File: config.mk
export PLATFORM = sky130hd
export DESIGN_NAME = unidade_de_controle_multiciclo
export DESIGN_NICKNAME = d
export VERILOG_FILES = /design/src/rtl/uc_pkg.sv /design/src/rtl/uc_mc_saida.sv /design/src/rtl/unidade_de_controle_multiciclo.sv
export SDC_FILE = /design/constraint.sdc
export NUM_CORES = 1
export LEC_CHECK = 0
export ABC_AREA = 1
export ABC_CLOCK_PERIOD_IN_PS = 2800
export CORE_UTILIZATION = 54
export CTS_BUF_LIST = sky130_fd_sc_hd__clkbuf_4 sky130_fd_sc_hd__clkbuf_8
export DETAILED_ROUTE_END_ITERATION = 8
export GPL_TIMING_DRIVEN = 1
export PLACE_DENSITY = 0.92
export SYNTH_ARGS = -nofsm -noshare
export SYNTH_HDL_FRONTEND = slang
export SYNTH_SLANG_ARGS = --single-unit
File: constraint.sdc
create_clock -name clk -period 2.8 [get_ports clk]
set_input_delay 0.56 -clock clk [delete_from_list [all_inputs] [get_ports clk]]
set_output_delay 0.56 -clock clk [all_outputs]
set_load 0.05 [all_outputs]
File: src/rtl/uc_pkg.sv
// Shared opcodes, state encoding, mux-select encodings and control word for the
// multi-cycle MIPS control unit. ILLEGAL_OP_TRAP_EN adds the illegal-opcode flag.
package uc_pkg;

  localparam logic [5:0] OP_RTYPE = 6'b000000;
  localparam logic [5:0] OP_ITYPE = 6'b000001;
  localparam logic [5:0] OP_LWI   = 6'b100011;
  localparam logic [5:0] OP_LW    = 6'b100010;
  localparam logic [5:0] OP_SW    = 6'b101010;
  localparam logic [5:0] OP_BEQ   = 6'b000100;
  localparam logic [5:0] OP_BNE   = 6'b000110;
  localparam logic [5:0] OP_J     = 6'b010000;

  typedef enum logic [3:0] {
    S_FETCH   = 4'd0,
    S_DECODE  = 4'd1,
    S_EXEC    = 4'd2,
    S_ALU_WB  = 4'd3,
    S_ADDR    = 4'd4,
    S_MEM_RD  = 4'd5,
    S_LOAD_WB = 4'd6,
    S_MEM_WR  = 4'd7,
    S_BRANCH  = 4'd8,
    S_JUMP    = 4'd9,
    S_TRAP    = 4'd10
  } state_t;

  localparam logic [1:0] SRCB_REG     = 2'b00;
  localparam logic [1:0] SRCB_FOUR    = 2'b01;
  localparam logic [1:0] SRCB_IMM     = 2'b10;
  localparam logic [1:0] SRCB_IMM_SH2 = 2'b11;

  localparam logic [1:0] PCSRC_ALU    = 2'b00;
  localparam logic [1:0] PCSRC_ALUOUT = 2'b01;
  localparam logic [1:0] PCSRC_JUMP   = 2'b10;

  localparam logic [1:0] ALUOP_ADD   = 2'b00;
  localparam logic [1:0] ALUOP_IMM   = 2'b01;
  localparam logic [1:0] ALUOP_FUNCT = 2'b10;
  localparam logic [1:0] ALUOP_LOAD  = 2'b11;

  typedef struct packed {
    logic       pc_write;
    logic       pc_write_cond;
    logic       branch_ne;
    logic [1:0] pc_source;
    logic       iord;
    logic       mem_read;
    logic       mem_write;
    logic       ir_write;
    logic       reg_dst;
    logic       memto_reg;
    logic       reg_write;
    logic       alu_src_a;
    logic [1:0] alu_src_b;
    logic [1:0] alu_op;
`ifdef ILLEGAL_OP_TRAP_EN
    logic       illegal_op;
`endif
  } ctrl_t;

endpackage

File: src/rtl/uc_mc_saida.sv
// Combinational control-word decoder: current state + opcode (+ memAck in FETCH)
// to datapath selects. TRAP handling exists only with ILLEGAL_OP_TRAP_EN.
module uc_mc_saida
  import uc_pkg::*;
(
  input  state_t     state,
  input  logic [5:0] opcode,
  input  logic       mem_ack,
  output ctrl_t      ctrl
);

  always_comb begin
    // NOTE: every field gets a default first so no path leaves a latch behind.
    ctrl = '0;
    unique case (state)
      S_FETCH: begin
        ctrl.mem_read  = 1'b1;
        ctrl.alu_src_b = SRCB_FOUR;
        ctrl.alu_op    = ALUOP_ADD;
        if (mem_ack) begin
          ctrl.ir_write  = 1'b1;
          ctrl.pc_write  = 1'b1;
          ctrl.pc_source = PCSRC_ALU;
        end
      end
      S_DECODE: begin
        ctrl.alu_src_b = SRCB_IMM_SH2;
        ctrl.alu_op    = ALUOP_ADD;
      end
      S_EXEC: begin
        ctrl.alu_src_a = 1'b1;
        ctrl.alu_src_b = (opcode == OP_RTYPE) ? SRCB_REG : SRCB_IMM;
        ctrl.alu_op    = (opcode == OP_LWI) ? ALUOP_IMM : ALUOP_FUNCT;
      end
      S_ALU_WB: begin
        ctrl.reg_write = 1'b1;
        ctrl.reg_dst   = (opcode != OP_LWI);
      end
      S_ADDR: begin
        ctrl.alu_src_a = 1'b1;
        ctrl.alu_src_b = SRCB_IMM;
        ctrl.alu_op    = (opcode == OP_LW) ? ALUOP_LOAD : ALUOP_ADD;
      end
      S_MEM_RD: begin
        ctrl.iord     = 1'b1;
        ctrl.mem_read = 1'b1;
      end
      S_LOAD_WB: begin
        ctrl.reg_write = 1'b1;
        ctrl.memto_reg = 1'b1;
      end
      S_MEM_WR: begin
        ctrl.iord      = 1'b1;
        ctrl.mem_write = 1'b1;
      end
      S_BRANCH: begin
        ctrl.alu_src_a     = 1'b1;
        ctrl.alu_src_b     = SRCB_REG;
        ctrl.pc_write_cond = 1'b1;
        ctrl.pc_source     = PCSRC_ALUOUT;
        ctrl.branch_ne     = (opcode == OP_BNE);
        ctrl.alu_op        = (opcode == OP_BNE) ? ALUOP_FUNCT : ALUOP_ADD;
      end
      S_JUMP: begin
        ctrl.pc_write  = 1'b1;
        ctrl.pc_source = PCSRC_JUMP;
      end
`ifdef ILLEGAL_OP_TRAP_EN
      S_TRAP: ctrl.illegal_op = 1'b1;
`endif
      default: ctrl = '0;
    endcase
  end

endmodule

File: src/rtl/unidade_de_controle_multiciclo.sv
// Multi-cycle MIPS control FSM with retired-instruction counter.
// Define ILLEGAL_OP_TRAP_EN to trap unknown opcodes instead of treating them as NOPs.
module unidade_de_controle_multiciclo
  import uc_pkg::*;
#(
  parameter int CNT_W = 32
) (
  input  logic             clk,
  input  logic             rst,
  input  logic [5:0]       instrucao,
  input  logic             memAck,
  output logic             pcWrite,
  output logic             pcWriteCond,
  output logic             branchNe,
  output logic [1:0]       pcSource,
  output logic             iorD,
  output logic             memRead,
  output logic             memWrite,
  output logic             irWrite,
  output logic             regDst,
  output logic             memtoReg,
  output logic             regWrite,
  output logic             aluSrcA,
  output logic [1:0]       aluSrcB,
  output logic [1:0]       aluOp,
`ifdef ILLEGAL_OP_TRAP_EN
  output logic             illegalOp,
`endif
  output logic [CNT_W-1:0] instrCount
);

  state_t state, state_next;
  ctrl_t  ctrl, ctrl_out;
  logic   retire;

  always_ff @(posedge clk or posedge rst) begin
    // NOTE: sequential state uses non-blocking assignments only.
    if (rst) state <= S_FETCH;
    else     state <= state_next;
  end

  always_comb begin
    state_next = state;
    unique case (state)
      S_FETCH:  if (memAck) state_next = S_DECODE;
      S_DECODE: begin
        unique case (instrucao)
          OP_RTYPE, OP_ITYPE, OP_LWI: state_next = S_EXEC;
          OP_LW, OP_SW:               state_next = S_ADDR;
          OP_BEQ, OP_BNE:             state_next = S_BRANCH;
          OP_J:                       state_next = S_JUMP;
`ifdef ILLEGAL_OP_TRAP_EN
          default:                    state_next = S_TRAP;
`else
          default:                    state_next = S_FETCH;
`endif
        endcase
      end
      S_EXEC:    state_next = S_ALU_WB;
      S_ALU_WB:  state_next = S_FETCH;
      S_ADDR:    state_next = (instrucao == OP_LW) ? S_MEM_RD : S_MEM_WR;
      S_MEM_RD:  if (memAck) state_next = S_LOAD_WB;
      S_LOAD_WB: state_next = S_FETCH;
      S_MEM_WR:  if (memAck) state_next = S_FETCH;
      S_BRANCH:  state_next = S_FETCH;
      S_JUMP:    state_next = S_FETCH;
      S_TRAP:    state_next = S_TRAP;
      default:   state_next = S_FETCH;
    endcase
  end

  // An instruction retires on the cycle the FSM heads back to FETCH.
  assign retire = (state != S_FETCH) && (state_next == S_FETCH);

  always_ff @(posedge clk or posedge rst) begin
    if (rst)         instrCount <= '0;
    else if (retire) instrCount <= instrCount + 1'b1;
  end

  uc_mc_saida u_saida (
    .state   (state),
    .opcode  (instrucao),
    .mem_ack (memAck),
    .ctrl    (ctrl)
  );

  // Reset must silence the memory request at once, even though FETCH drives memRead.
  assign ctrl_out    = rst ? '0 : ctrl;

  assign pcWrite     = ctrl_out.pc_write;
  assign pcWriteCond = ctrl_out.pc_write_cond;
  assign branchNe    = ctrl_out.branch_ne;
  assign pcSource    = ctrl_out.pc_source;
  assign iorD        = ctrl_out.iord;
  assign memRead     = ctrl_out.mem_read;
  assign memWrite    = ctrl_out.mem_write;
  assign irWrite     = ctrl_out.ir_write;
  assign regDst      = ctrl_out.reg_dst;
  assign memtoReg    = ctrl_out.memto_reg;
  assign regWrite    = ctrl_out.reg_write;
  assign aluSrcA     = ctrl_out.alu_src_a;
  assign aluSrcB     = ctrl_out.alu_src_b;
  assign aluOp       = ctrl_out.alu_op;
`ifdef ILLEGAL_OP_TRAP_EN
  assign illegalOp   = ctrl_out.illegal_op;
`endif

endmodule

==> out/results.tsv, run 1 <==
metric	value	unit
root_buffer	clkbuf_8	
p_sw_frac	0.227	
fin_hold_ws	0.542	ns
power_leakage	1.77	nW
drt-initial-drc-count	365	
cp.arrival	2.06	ns
p_per_area	263	mW/mm²
timing.setup.tns	0	ns
drive_above_1_share	0.105	
ys_top_cells_by_area	dfrtp_1, nand2_1, nor2_1	
yosys.area.top_type	dfrtp_1	
final_cell_count_no_fill	596	
port_buffers	57	
drc	0	
synth_edf_count	0	
grt_pass1_wl	13200	µm
critPathRequiredTime	2.24	ns
grt_overflow_total	0	
cts.htree.levels	2	
async_flop_share	1.00	
post_drt_wl_per_cell	13.8	µm
postSynthCellCount	463	
layout_min_cycle_time	2.62	ns
num-nets-final	535	
maxSlewHeadroom	0.301	
yosys_warnings	0	
clk_pin_slew	0.07	ns
hpwl	6160	µm
ant_nets	0	
path_class	primary input to output pin	
tightest_slew	1.04	ns
cts_buffers	5	
synth_most_common_cell	nand2_1	
cts_setup_buffers	0	
dp.cells	588	
synth_cell_type_count	29	
hp-class	flop to flop	
synth_flop_cell	dfrtp_1	
drv_cap	0	
synth-seq-cells	36	
core	0.00511	mm²
synth-seq-area-share	0.315	
worstSkewPairLatency	0.30	ns
grt_pass1_vias	2887	
hold_viol_final	0	
cp_common_cell	inv_1	
clkSinkCount	36	
first_pass_iters	6	
vias	3317	
dieHeight	74.8	µm
critPathCaptureType	output pin	
grt_util_all_layers	0.306	
dieArea	0.00559	mm²
synth_commonest_cells	nand2_1, nor2_1, dfrtp_1, inv_1, nand3_1	
antenna_cells	0	
area_growth	29.5	%
num-fill-cells	421	
fp.dieW	74.8	µm
comb_power_share	0.043	
cpPeakStageDelay	0.55	ns
reg2reg_setup_slack	0.70	ns
skew	0.00561	ns
rsz0062_at_grt	false	
cts_tree	built	
vias_per_cell	5.57	
status	completed	
path_cells	clkdlybuf4s50_1, inv_1, nor2_2, nand2_1, inv_1, a22oi_1, a211oi_2, buf_12	
ir_drop	0.000263	V
post-route-period-util	0.934	
power.switching	0.000221	W
avgSynthCellArea	6.18	µm²
max_freq	382	MHz
syn_area	0.00286	mm²
power	0.000976	W
setup-violations-final	0	
rows	26	
path_max_fanout	5	
antenna_found_initial	0	
routabilityCongestion	1.00	
io_pins	58	
synth.top_cell.area_share	0.315	
p_clk_frac	0.425	
drt_wl_total	8240	µm
syn_nets	473	
crit_path_start_kind	primary input	
grt_max_degree	37	
crit_path_top_delay_cell	clkdlybuf4s50_1	
design_area	0.00371	mm²
start_util	0.560	
intPower	0.000755	W
slew_viol_final	0	
placed_area	0.00360	mm²
cts_buffer_depth	2	
pwr-share-seq	0.532	
==> power groups by stage <==
| stage | Clock, W | Sequential, W | Combinational [W] |
|---|---|---|---|
| 5_1_grt | 0.000440 | 0.000519 | 0.0000472 |
| 2_1_floorplan | 0 | 0.000530 | 0.0000193 |
| 4_1_cts | 0.000408 | 0.000520 | 0.0000425 |
| 3_3_place_gp | 0 | 0.000530 | 0.0000411 |
| 6_report | 0.000415 | 0.000520 | 0.0000422 |
| 3_5_place_dp | 0 | 0.000530 | 0.0000423 |
==> path summary, 6_finish.rpt <==
kind,start,end,cells after the start
setup / recovery,instrucao[1],aluOp[0],8
hold reg to reg,instrCount[31]$_DFFE_PP0P_,instrCount[31]$_DFFE_PP0P_,2
min in group asynchronous,rst,state[1]$_DFF_PP0_,4
hold / removal,instrCount[31]$_DFFE_PP0P_,instrCount[31]$_DFFE_PP0P_,2
setup reg to reg,instrCount[0]$_DFFE_PP0P_,instrCount[20]$_DFFE_PP0P_,10
max in group asynchronous,rst,instrCount[15]$_DFFE_PP0P_,4
==> final cells by class <==
| class | instances | area (µm²) | share of cell area |
|---|---|---|---|
| clock buffers | 8 | 97.6 | 0.0263 |
| flip-flops and latches | 36 | 901 | 0.243 |
| inverters | 39 | 150 | 0.0405 |
| well taps | 70 | 87.6 | 0.0236 |
| repair buffers | 65 | 726 | 0.196 |
| multi-input cells | 378 | 1740 | 0.471 |
==> cell families after synthesis <==
logic type      synth area share
buf+inv                   0.0791
compound gates            0.0324
xor+xnor                  0.0337
flops                      0.315
fa+ha+maj                0.00437
simple gates               0.536
==> cell usage in the layout (no fill, tap or decap), types with 11 or more instances in the layout <==
cell type	instances
nand3_1	32
clkdlybuf4s50_1	40
buf_12	11
nand2_1	194
nand4_1	20
buf_4	14
nor2_1	73
inv_1	34
nand3b_1	14
dfrtp_1	36
==> worst max-delay path: cells and delay by family <==
family | cells | cell delay, ns
AND/OR/NAND/NOR | 2 | 0.26
buffers and inverters | 4 | 0.92
AO/OA/AOI/OAI | 2 | 0.32
==> repair_timing <==
| action | in CTS | in global routing |
|---|---|---|
| endpoints found under the setup margin | 0 | 1 |
| hold buffers | 0 | 0 |
| resized for setup | 0 | 1 |
==> metal layers <==
layer,global-route usage,share of wire,up-vias
met2,0.476,0.47,174
met5,0,0,-
li1,-,-,1591
met1,0.430,0.43,1523
met3,0.0509,0.080,29
met4,0.105,0.022,0
==> sequential cells by signal, indices dropped and copies added, names as in the netlist <==
register,flops
instrCount,32
state,4
==> per-stage QoR <==
| step | util | setup slack (ns) |
|---|---|---|
| finish | 0.726 | 0.184 |
| global route | 0.726 | 0.0718 |
| CTS | 0.725 | 0.0810 |
| detailed placement | 0.706 | 0.0712 |
| global placement | 0.706 | 0.126 |
| floorplan | - | 0.0335 |
Power figures use the tool's default switching activity.
==> inputs of run 2 (changes only) <==
--- a/config.mk
+++ b/config.mk
@@ -6,12 +6,12 @@
 export NUM_CORES = 1
 export LEC_CHECK = 0
 export ABC_AREA = 1
-export ABC_CLOCK_PERIOD_IN_PS = 2800
-export CORE_UTILIZATION = 54
+export ABC_CLOCK_PERIOD_IN_PS = 2300
+export CORE_UTILIZATION = 48
 export CTS_BUF_LIST = sky130_fd_sc_hd__clkbuf_4 sky130_fd_sc_hd__clkbuf_8
 export DETAILED_ROUTE_END_ITERATION = 8
 export GPL_TIMING_DRIVEN = 1
-export PLACE_DENSITY = 0.92
+export PLACE_DENSITY = 0.87
 export SYNTH_ARGS = -nofsm -noshare
 export SYNTH_HDL_FRONTEND = slang
 export SYNTH_SLANG_ARGS = --single-unit
==> constraint.sdc (replaced) <==
create_clock -name clk -period 2.3 [get_ports clk]
set_input_delay 0.46 -clock clk [delete_from_list [all_inputs] [get_ports clk]]
set_output_delay 0.46 -clock clk [all_outputs]
set_load 0.05 [all_outputs]
==> run 2 against run 1 <==
Combinational power is 42% higher. Largest power group unchanged. Via count fell by 1.3%. Final area increased by 3.1%. Final cell count up 1.8%. Core utilization down 4.8 points. Total power is 22% higher. Sequential share of layout area fell by 0.67 points. First-iteration DRC count shrank 39%.
==> out/results.tsv, run 2 (synthesis gave the netlist of run 1 again) <==
metric	value	unit
vias	3274	
maxSlewHeadroom	0.553	
skew	0.00907	ns
power	0.00119	W
critPathRequiredTime	1.84	ns
first_pass_iters	5	
worstSkewPairLatency	0.30	ns
cp.arrival	1.79	ns
ir_drop	0.000209	V
area_growth	33.6	%
grt_overflow_total	0	
clk_pin_slew	0.08	ns
root_buffer	clkbuf_8	
hp-class	primary input to asynchronous set/reset pin	
drv_cap	0	
dieArea	0.00627	mm²
vias_per_cell	5.39	
path_cells	nor2_4, inv_1, nor2_2, nor2_1, a211oi_2, clkbuf_16	
multiInputGateArea	0.00178	mm²
timing.setup.tns	0	ns
path_max_fanout	5	
crit_path_top_delay_cell	dfrtp_1	
path_class	flop to output pin	
final-seq-area	903	µm²
grt_pass1_vias	3010	
post_drt_wl_per_cell	13.7	µm
drt_wl_total	8290	µm
dp.cells	597	
drt-initial-drc-count	223	
cts_buffers	5	
max_freq	444	MHz
status	completed	
mostFrequentLayoutCells	nand2_1, nor2_1, dfrtp_1, clkdlybuf4s50_1	
setup-violations-final	0	
cpPeakStageDelay	0.47	ns
crit_path_start_kind	flop	
dieHeight	79.2	µm
drc	0	
io_pins	58	
antenna_found_initial	0	
clkSinkCount	36	
fin_hold_ws	0.398	ns
hold_viol_final	0	
start_util	0.507	
num-nets-final	544	
core	0.00564	mm²
hpwl	6230	µm
grt_util_all_layers	0.284	
path_delay_family	flip-flops	
top_register	instrCount	
tightest_slew	0.670	ns
final_cell_count_no_fill	607	
ant_nets	0	
largest_register_ffs	32	
num-fill-cells	509	
final_common_cell	nand2_1	
post-route-period-util	0.980	
fp.dieW	79.2	µm
drive_above_1_share	0.144	
antenna_cells	0	
rows	27	
top_regs	instrCount (32), state (4)	
cts_buffer_depth	2	
power_leakage	1.84	nW
port_buffers	57	
rsz0062_at_grt	false	
cts.htree.levels	2	
path_buf_inv	2	
routabilityCongestion	0.996	
cts_tree	built	
layout_min_cycle_time	2.25	ns
grt_max_degree	33	
slew_viol_final	0	
grt_pass1_wl	14000	µm
p_per_area	312	mW/mm²
critPathCaptureType	output pin	
==> run 2: cell types whose count changed in the layout (fill, tap and decap cells not counted), moves of 2 or more <==
cell             previous run  this run
buf_4                      14        23
clkdlybuf4s50_1            40        33
dfrtp_1                    36        34
dfrtp_2                     0         2
dlygate4sd2_1               0         4
dlymetal6s2s_1              0         3
inv_1                      34        32
inv_2                       4         6
nor2_1                     73        66
nor2_2                      6        11
nor2_4                      1         3
==> run 2: per-stage QoR <==
step           cell area [µm²]  utilization  worst slack (ns)
2_1_floorplan             2880            -            0.0355
3_3_place_gp              3660        0.649            -0.159
3_5_place_dp              3660        0.649            -0.323
4_1_cts                   3770        0.669           -0.0714
5_1_grt                   3820        0.678           0.00371
6_report                  3820        0.678            0.0469
==> run 2: final timing paths <==
path                                            startpoint                          to  slack (ns)  cells past startpoint
worst max register to register          state[0]$_DFF_PP0_  instrCount[29]$_DFFE_PP0P_        0.34                     10
max in group asynchronous                              rst          state[3]$_DFF_PP0_        1.58                      3
worst min register to register  instrCount[31]$_DFFE_PP0P_  instrCount[31]$_DFFE_PP0P_        0.54                      2
worst min-delay path                                   rst  instrCount[26]$_DFFE_PP0P_        0.40                      3
worst max-delay path                    state[0]$_DFF_PP0_                    aluOp[0]        0.05                      6
min in group clk                instrCount[31]$_DFFE_PP0P_  instrCount[31]$_DFFE_PP0P_        0.54                      2
==> run 2: final cells by class <==
cell class              instances  area share
multi-input cells             378       0.466
well taps                      72      0.0236
clock inverters                 1     0.00196
inverters                      39      0.0393
clock buffers                   7      0.0236
flip-flops and latches         36       0.236
repair buffers                 74       0.209
==> run 2: routing by layer <==
layer | global-route usage | part of all wire | vias to the layer above
met4 | 0.107 | 0.027 | 0
met5 | 0 | 0 | -
met1 | 0.392 | 0.47 | 1495
met3 | 0.0471 | 0.057 | 27
met2 | 0.441 | 0.45 | 130
li1 | - | - | 1622
==> run 2: worst reg2reg max path, cell delays in order, from the launching register on <==
cell and delay [ns]:
dfrtp_1 0.47, inv_1 0.11, nor2_1 0.06, buf_4 0.13, nand2_1 0.05, nand2_1 0.08
nor2_2 0.11, nand2_2 0.12, nor2_2 0.52, nand3_1 0.17, nand2_1 0.09
==> run 2: power by group <==
| part | internal [W] | switching [W] | total, W |
|---|---|---|---|
| logic | 0.0000242 | 0.0000358 | 0.0000600 |
| registers | 0.000632 | 0 | 0.000632 |
| clock network | 0.000255 | 0.000243 | 0.000498 |
| total | 0.000912 | 0.000279 | 0.00119 |
==> run 2: what timing repair did <==
item                                    in CTS  in global routing
hold buffers                                 0                  0
pin swaps                                    4                  5
buffers inserted                             1                  1
endpoints found under the setup margin       4                 21
gates resized for setup                      8                 15
==> inputs of run 3 (changes only) <==
--- a/config.mk
+++ b/config.mk
@@ -10,6 +10,7 @@
 export CORE_UTILIZATION = 48
 export CTS_BUF_LIST = sky130_fd_sc_hd__clkbuf_4 sky130_fd_sc_hd__clkbuf_8
 export DETAILED_ROUTE_END_ITERATION = 8
+export GPL_ROUTABILITY_DRIVEN = 1
 export GPL_TIMING_DRIVEN = 1
 export PLACE_DENSITY = 0.87
 export SYNTH_ARGS = -nofsm -noshare
==> results of run 3 <==
Final layout, timing and power as in run 2 (identical DEF).
